File: src/rtl/vga_crtc_timing.sv
// Raster timing generator for the text-mode video path.
// A 2-bit sub-pixel phase divides the system clock by four; on the last phase
// the horizontal and vertical counters advance. Every output is a register
// loaded from the next-state counters, so sync/enable levels line up with the
// counter values they describe in the same cycle. CRTC start-address and
// cursor registers are shadowed and only reloaded on the frame wrap, so
// CPU writes never tear a visible frame.
module vga_crtc_timing #(
    parameter int   H_VISIBLE = 640,
    parameter int   H_FRONT   = 16,
    parameter int   H_SYNC    = 96,
    parameter int   H_BACK    = 48,
    parameter int   V_VISIBLE = 400,
    parameter int   V_FRONT   = 12,
    parameter int   V_SYNC    = 2,
    parameter int   V_BACK    = 35,
    parameter logic HSYNC_POL = 1'b0,
    parameter logic VSYNC_POL = 1'b1
) (
    input  logic        clk,
    input  logic        rst_n,
    input  logic        enable,
    input  logic [15:0] start_addr_i,
    input  logic [5:0]  cur_start_i,
    input  logic [5:0]  cur_end_i,
    input  logic [4:0]  vcursor_i,
    input  logic [6:0]  hcursor_i,
    output logic [1:0]  h_subpixel,
    output logic [9:0]  h_count,
    output logic [9:0]  v_count,
    output logic        horiz_sync,
    output logic        vert_sync,
    output logic        video_on_h,
    output logic        video_on_v,
    output logic        frame_start,
    output logic [15:0] start_addr,
    output logic [5:0]  cur_start,
    output logic [5:0]  cur_end,
    output logic [4:0]  vcursor,
    output logic [6:0]  hcursor
);

    localparam int H_TOTAL = H_VISIBLE + H_FRONT + H_SYNC + H_BACK;
    localparam int V_TOTAL = V_VISIBLE + V_FRONT + V_SYNC + V_BACK;

    localparam logic [9:0] H_LAST     = 10'(H_TOTAL - 1);
    localparam logic [9:0] V_LAST     = 10'(V_TOTAL - 1);
    localparam logic [9:0] H_VIS_END  = 10'(H_VISIBLE);
    localparam logic [9:0] V_VIS_END  = 10'(V_VISIBLE);
    localparam logic [9:0] H_SYNC_BEG = 10'(H_VISIBLE + H_FRONT);
    localparam logic [9:0] H_SYNC_END = 10'(H_VISIBLE + H_FRONT + H_SYNC);
    localparam logic [9:0] V_SYNC_BEG = 10'(V_VISIBLE + V_FRONT);
    localparam logic [9:0] V_SYNC_END = 10'(V_VISIBLE + V_FRONT + V_SYNC);

    // Sync level for a counter value: active polarity inside [beg, fin).
    function automatic logic sync_level(input logic [9:0] cnt,
                                        input logic [9:0] beg,
                                        input logic [9:0] fin,
                                        input logic       pol);
        if ((cnt >= beg) && (cnt < fin)) begin
            return pol;
        end else begin
            return ~pol;
        end
    endfunction

    logic [1:0]  r_subpixel;
    logic [9:0]  r_h_count;
    logic [9:0]  r_v_count;
    logic        r_horiz_sync;
    logic        r_vert_sync;
    logic        r_video_on_h;
    logic        r_video_on_v;
    logic        r_frame_start;
    logic [15:0] r_start_addr;
    logic [5:0]  r_cur_start;
    logic [5:0]  r_cur_end;
    logic [4:0]  r_vcursor;
    logic [6:0]  r_hcursor;

    logic        w_tick;
    logic        w_h_last;
    logic        w_v_last;
    logic        w_frame_wrap;
    logic [9:0]  w_h_next;
    logic [9:0]  w_v_next;

    // Next-state counters: advance on the pixel tick, wrap at the totals.
    always_comb begin
        w_tick       = enable & (r_subpixel == 2'd3);
        w_h_last     = (r_h_count == H_LAST);
        w_v_last     = (r_v_count == V_LAST);
        w_frame_wrap = w_tick & w_h_last & w_v_last;
        w_h_next     = r_h_count;
        w_v_next     = r_v_count;
        if (w_tick) begin
            if (w_h_last) begin
                w_h_next = 10'd0;
            end else begin
                w_h_next = r_h_count + 10'd1;
            end
        end else begin
            w_h_next = r_h_count;
        end
        if (w_tick && w_h_last) begin
            if (w_v_last) begin
                w_v_next = 10'd0;
            end else begin
                w_v_next = r_v_count + 10'd1;
            end
        end else begin
            w_v_next = r_v_count;
        end
    end

    // Timing state, decoded levels, frame strobe and frame-synchronous shadows.
    always_ff @(posedge clk or negedge rst_n) begin
        if (!rst_n) begin
            r_subpixel    <= 2'd0;
            r_h_count     <= 10'd0;
            r_v_count     <= 10'd0;
            r_horiz_sync  <= ~HSYNC_POL;
            r_vert_sync   <= ~VSYNC_POL;
            r_video_on_h  <= 1'b1;
            r_video_on_v  <= 1'b1;
            r_frame_start <= 1'b0;
            r_start_addr  <= 16'h0000;
            r_cur_start   <= 6'd0;
            r_cur_end     <= 6'd0;
            r_vcursor     <= 5'd0;
            r_hcursor     <= 7'd0;
        end else if (enable) begin
            r_subpixel    <= r_subpixel + 2'd1;
            r_h_count     <= w_h_next;
            r_v_count     <= w_v_next;
            r_horiz_sync  <= sync_level(w_h_next, H_SYNC_BEG, H_SYNC_END, HSYNC_POL);
            r_vert_sync   <= sync_level(w_v_next, V_SYNC_BEG, V_SYNC_END, VSYNC_POL);
            r_video_on_h  <= (w_h_next < H_VIS_END);
            r_video_on_v  <= (w_v_next < V_VIS_END);
            r_frame_start <= w_frame_wrap;
            if (w_frame_wrap) begin
                r_start_addr <= start_addr_i;
                r_cur_start  <= cur_start_i;
                r_cur_end    <= cur_end_i;
                r_vcursor    <= vcursor_i;
                r_hcursor    <= hcursor_i;
            end else begin
                r_start_addr <= r_start_addr;
                r_cur_start  <= r_cur_start;
                r_cur_end    <= r_cur_end;
                r_vcursor    <= r_vcursor;
                r_hcursor    <= r_hcursor;
            end
        end else begin
            // Frozen: everything holds, only the strobe is forced low.
            r_frame_start <= 1'b0;
        end
    end

    assign h_subpixel  = r_subpixel;
    assign h_count     = r_h_count;
    assign v_count     = r_v_count;
    assign horiz_sync  = r_horiz_sync;
    assign vert_sync   = r_vert_sync;
    assign video_on_h  = r_video_on_h;
    assign video_on_v  = r_video_on_v;
    assign frame_start = r_frame_start;
    assign start_addr  = r_start_addr;
    assign cur_start   = r_cur_start;
    assign cur_end     = r_cur_end;
    assign vcursor     = r_vcursor;
    assign hcursor     = r_hcursor;

endmodule

File: config.mk
export PLATFORM = sky130hd
export DESIGN_NAME = vga_crtc_timing
export DESIGN_NICKNAME = d
export VERILOG_FILES = /design/src/rtl/vga_crtc_timing.sv
export SDC_FILE = /design/constraint.sdc
export NUM_CORES = 1
export LEC_CHECK = 0
export CORE_ASPECT_RATIO = 1.2
export CORE_MARGIN = 2
export CORE_UTILIZATION = 40
export DETAILED_ROUTE_END_ITERATION = 12
export GPL_TIMING_DRIVEN = 1
export MAX_ROUTING_LAYER = met4
export PLACE_DENSITY = 0.83
export SYNTH_ARGS = -nofsm -noshare
export SYNTH_HDL_FRONTEND = slang
export SYNTH_SLANG_ARGS = --single-unit
File: constraint.sdc
create_clock -name clk -period 1.9 [get_ports clk]
set_input_delay 0.19 -clock clk [delete_from_list [all_inputs] [get_ports clk]]
set_output_delay 0.19 -clock clk [all_outputs]
set_load 0.02 [all_outputs]
Word-level counts from Yosys, hierarchy flattened

Index checks and enable logic that the tools add are counted.
Widths: inputs -> output; s select.

Register bits: 67
Bits of input ports: 43
Logic and storage cells: 39

$add $sub $neg: 3
Magnitude comparators: 6
Equal/unequal tests: 3
Mux-type cells: 7
Bitwise gates (word level): 3
Reduce and logical (&&, ||, !) cells: 4

Operators with widths:

| kind                  | count |
|---|---|
| $mux 10               | 4 |
| $add 10x1->10 const B | 2 |
| $lt 10x10->1 const B  | 2 |
| $lt 10x9->1 const B   | 2 |
| $eq 10x10->1 const B  | 1 |
| $eq 10x9->1 const B   | 1 |
| $ge 10x10->1 const B  | 1 |
| $ge 10x9->1 const B   | 1 |
| $and 1x1->1           | 3 |
| $logic_and 1x1->1     | 3 |
| $mux 1                | 3 |
| $add 2x1->2 const B   | 1 |
| $eq 2x2->1 const B    | 1 |
| $reduce_and 2->1      | 1 |

Depth between registers and ports, before layout

Depth in word-level cells: 7
Mapped depth: 9
Gate-level depth less buffers: 8

Least setup slack after synthesis

Ideal clock, no wire load.

Kind: register to register
From: register r_h_count[0], in the netlist h_count[0]
To: register r_video_on_v, in the netlist video_on_v
Data arrival time: 2.177 ns
Data required time: 1.815 ns
Slack: -0.361 ns
Stages on the path, launching flop included: 8
Path buffers: 0
Path through: dfrtp_1 ha_1 nand3_1 or4_4 nor4_2 a21oi_1 o311ai_2 a2bb2oi_1

Longest elaborated chain between the ends: 4

RTL lines:

| item                   | RTL line | text |
|---|---|---|
| from (decl)            | 68       | `logic [9:0] r_h_count;` |
| from (signal assigned) | 134      | `r_h_count <= w_h_next;` |
| $eq 10x10->1           | 91       | `w_h_last = (r_h_count == H_LAST);` |
| $logic_and 1x1->1      | 105      | `if (w_tick && w_h_last) begin` |
| $mux 10                | 105      |  |
| $lt 10x9->1            | 139      | `r_video_on_v <= (w_v_next < V_VIS_END);` |
| to (signal assigned)   | 139      |  |
| to (decl)              | 73       | `logic r_video_on_v;` |

Every way passes these cells.
A chain may end at the register's enable or synchronous reset.

Worst setup path in the final report

From: register r_subpixel[0], in the netlist h_subpixel[0]
To: register r_video_on_v, in the netlist video_on_v

Longest elaborated chain between the ends: 5

RTL lines:

| item                   | RTL line | text |
|---|---|---|
| from (decl)            | 67       | `logic [1:0] r_subpixel;` |
| from (signal assigned) | 133      | `r_subpixel <= r_subpixel + 2'd1;` |
| $eq 2x2->1             | 90       | `w_tick = enable & (r_subpixel == 2'd3);` |
| $and 1x1->1            | 90       |  |
| $logic_and 1x1->1      | 105      |  |
| $mux 10                | 105      |  |
| $lt 10x9->1            | 139      |  |

Every way passes these cells.

==> impl_metrics.json <==
{
  "status": "complete, but fails checks",
  "violations": "negative setup slack",
  "ys.flop_type": "dfrtp_1",
  "fin_ws_ns": -0.209,
  "path_clk_slew_ns": 0.08,
  "tritoncts": "done",
  "clkSinkCount": 67,
  "crit_chain": "ha_4 -> buf_6 -> nand2_4 -> buf_4 -> nor2_2 -> nand4_1 -> xor2_2 -> o311ai_2 -> a2bb2oi_1",
  "avgSynthCellArea_sq_um": 9.08,
  "yosysWarnings": 0,
  "rsz0062_at_grt": "true",
  "grt_max_degree": 68,
  "yosysSeqAreaShare_pct": 55.6,
  "fin_setup_tns_ns": -0.563,
  "wl_met2_microns": 4800,
  "dpl_worst_slack_ns": -0.457,
  "multiInputGateArea_sq_um": 1390,
  "ioPinCount": 110,
  "die_h_microns": 99.3,
  "finalHoldViolations": 0,
  "arrival_ns": 2.37,
  "finClkSkew_ns": 0.00735,
  "fin_crit_ns": 2.11,
  "top_layer_used": "met4",
  "min_from": "hcursor_i[5]",
  "antennaDiodeCount": 0,
  "r2r_setup_slack_ns": -0.21,
  "worstReg2RegEnd": "video_on_v",
  "min_path_type": "input pin to register",
  "hold_depth": 3,
  "finalMaxSlewViolations": 0,
  "detail_route.first_pass.iterations": 5,
  "grt_pass1_vias": 3080,
  "ir_worst_vdd_mv": 0.718,
  "grt_pass1_wl_microns": 13900,
  "crit_path_end_kind": "register",
  "layout_common_cells": "nand2_1, clkdlybuf4s50_1, dfrtp_1",
  "startpoint_type": "register",
  "critPathMaxStageDelay_ns": 0.38,
  "vias": 3079,
  "n_fill_cell": 530,
  "fmax_ghz": 0.474,
  "wl_per_cell_microns": 15.1,
  "clk_latency_ns": 0.34,
  "wl_met3_microns": 514,
  "core-area_sq_um": 7270,
  "num_rows": 34,
  "synth-seq-cells": 67,
  "tightest_slew_ns": 0.362,
  "syn_nets": 380,
  "final_common_cell": "nand2_1",
  "drt_iter0_markers": 254,
  "ys_types": 46,
  "hpwl_microns": 6040,
  "postLayoutCellArea_sq_um": 5090,
  "slew_headroom_pct": 75.9,
  "power_density_nw_per_um2": 722,
  "crit_path_max_fanout": 5,
  "hold_path_end": "hcursor[5]",
  "antenna_found_initial": 0,
  "place.gp.congestion": 0.865,
  "final_net_count": 549,
  "p_leak_nw": 2.42,
  "design.die.area_sq_um": 8270,
  "syn_area_sq_um": 3020,
  "initial_core_util_pct": 41.6,
  "cts_buffers": 9,
  "r2r-start": "h_subpixel[0]",
  "portBuffers": 109,
  "vias_per_cell": 5.16,
  "fin_crit_sh_pct": 111,
  "ff_latch_area_sq_um": 1690,
  "area_growth_pct": 68.4,
  "drv_cap": 0,
  "drc": 0,
  "async_reset_ff_share_pct": 100,
  "gr-total-overflow": 0,
  "required_ns": 2.16,
  "crit_type": "register to register",
  "dieWidth_microns": 83.4,
  "clockBufferDepth": 2,
  "netlist_instances": 333,
  "drive_gt1_share_pct": 23.1,
  "setup_viol_count_final": 5,
  "finalWirelength_microns": 9040,
  "synth-edff-count": 0,
  "cp_slowest_cell": "dfrtp_2",
  "r2r_cells": 9,
  "dpl_cell_area_sq_um": 4630,
  "met1_length_microns": 3550,
  "route.antenna.remaining_nets": 0,
  "h-tree-depth": 3,
  "root_buffer": "clkbuf_8",
  "grt_util_all_layers_pct": 21.4
}
## worst max path at each step
stage                  start    endpoint  slack [ns]  cells after the start
2_1_floorplan     h_count[5]  video_on_v       -0.16                      6
3_3_place_gp          enable  video_on_v       -0.35                      7
3_5_place_dp          enable  horiz_sync       -0.46                      8
4_1_cts           h_count[5]   vert_sync       -0.16                      6
5_1_grt        h_subpixel[0]  video_on_v       -0.27                      9
6_report       h_subpixel[0]  video_on_v       -0.21                      9
## cells by family after synthesis
group                    count (synthesis)  synth area share [%]
AO/OA/AOI/OAI                           36                  8.03
multiplexers                             1                 0.372
AND/OR/NAND/NOR                        191                  28.3
adder cells (fa/ha/maj)                  4                  1.66
flip-flops                              67                  55.6
buffers and inverters                   25                  3.43
XOR/XNOR                                 9                  2.61
## synth_stat cells, types with 2 or more instances
library cell	number	share of area [%]
nor3_1	7	1.2
ha_1	4	1.7
or4_1	2	0.50
o21ai_0	10	1.7
o31ai_1	2	0.50
nand2_1	139	17
clkbuf_1	6	0.74
a221oi_1	2	0.58
o21ai_1	2	0.33
dfstp_2	3	2.6
dfrtp_1	64	53
nor2_1	6	0.74
xnor2_1	3	0.87
or3_1	2	0.41
nand4_1	5	1.0
inv_1	12	1.5
a31oi_1	3	0.62
and2_1	4	0.83
a21oi_1	6	0.99
nand2b_1	2	0.41
a21boi_0	2	0.50
and3_1	4	0.83
xor2_1	6	1.7
buf_2	5	0.83
nor4_2	2	0.83
nor4_1	2	0.41
nand3_1	8	1.3
nand4bb_1	2	0.74
## flip-flops by register name (all words and copies together), names as in the netlist
signal	cells
h_subpixel	2
h_count	10
v_count	10
video_on_v	1
cur_start	6
horiz_sync	1
hcursor	7
vcursor	5
cur_end	6
vert_sync	1
frame_start	1
start_addr	16
video_on_h	1
## layer usage
metal,up-vias,GRT usage (%)
met5,-,-
met4,0,9.08
met3,17,5.64
met2,123,36.1
met1,1498,24.2
li1,1441,-
## area by class of cell
| type | count | area share, % |
|---|---|---|
| Tap cell | 90 | 2.21 |
| Multi-Input combinational cell | 241 | 27.2 |
| Clock inverter | 6 | 1.74 |
| Timing Repair Buffer | 170 | 31.9 |
| Sequential cell | 67 | 33.2 |
| Inverter | 13 | 1.03 |
| Clock buffer | 10 | 2.70 |
## critical path, delay by kind of cell (launching register included)
kind / cells / cell delay, ns
AOI/OAI and AO/OA: 2 / 0.43
adders and majority gates: 1 / 0.17
xor gates and xnor gates: 1 / 0.27
DFF: 1 / 0.38
buffers and inverters: 2 / 0.26
and+or+nand+nor: 3 / 0.50
## metrics by stage
stage	utilization (%)	hold WS, ns	cells	total power [mW]
global placement	63.6	0.234	569	2.29
finish	70.0	0.365	597	3.68
floorplan	-	-0.106	333	1.86
detailed placement	63.6	0.237	569	2.33
global route	70.0	0.364	597	3.84
CTS	67.3	0.355	588	3.67
## where the power goes
group | switching (mW) | leakage, nW | internal [mW]
registers | 0.0617 | 0.900 | 1.50
logic | 0.341 | 1.42 | 0.441
clock network | 0.565 | 0.108 | 0.774
## timing repair
item	in CTS	in global routing
endpoints found under the setup margin	4	48
setup buffers	2	6
cloned	0	3
hold buffers	1	0
resized for setup	4	26
pin swaps	2	17
hold endpoints to repair	64	0
Note: power is estimated with default switching activity, not from simulation.
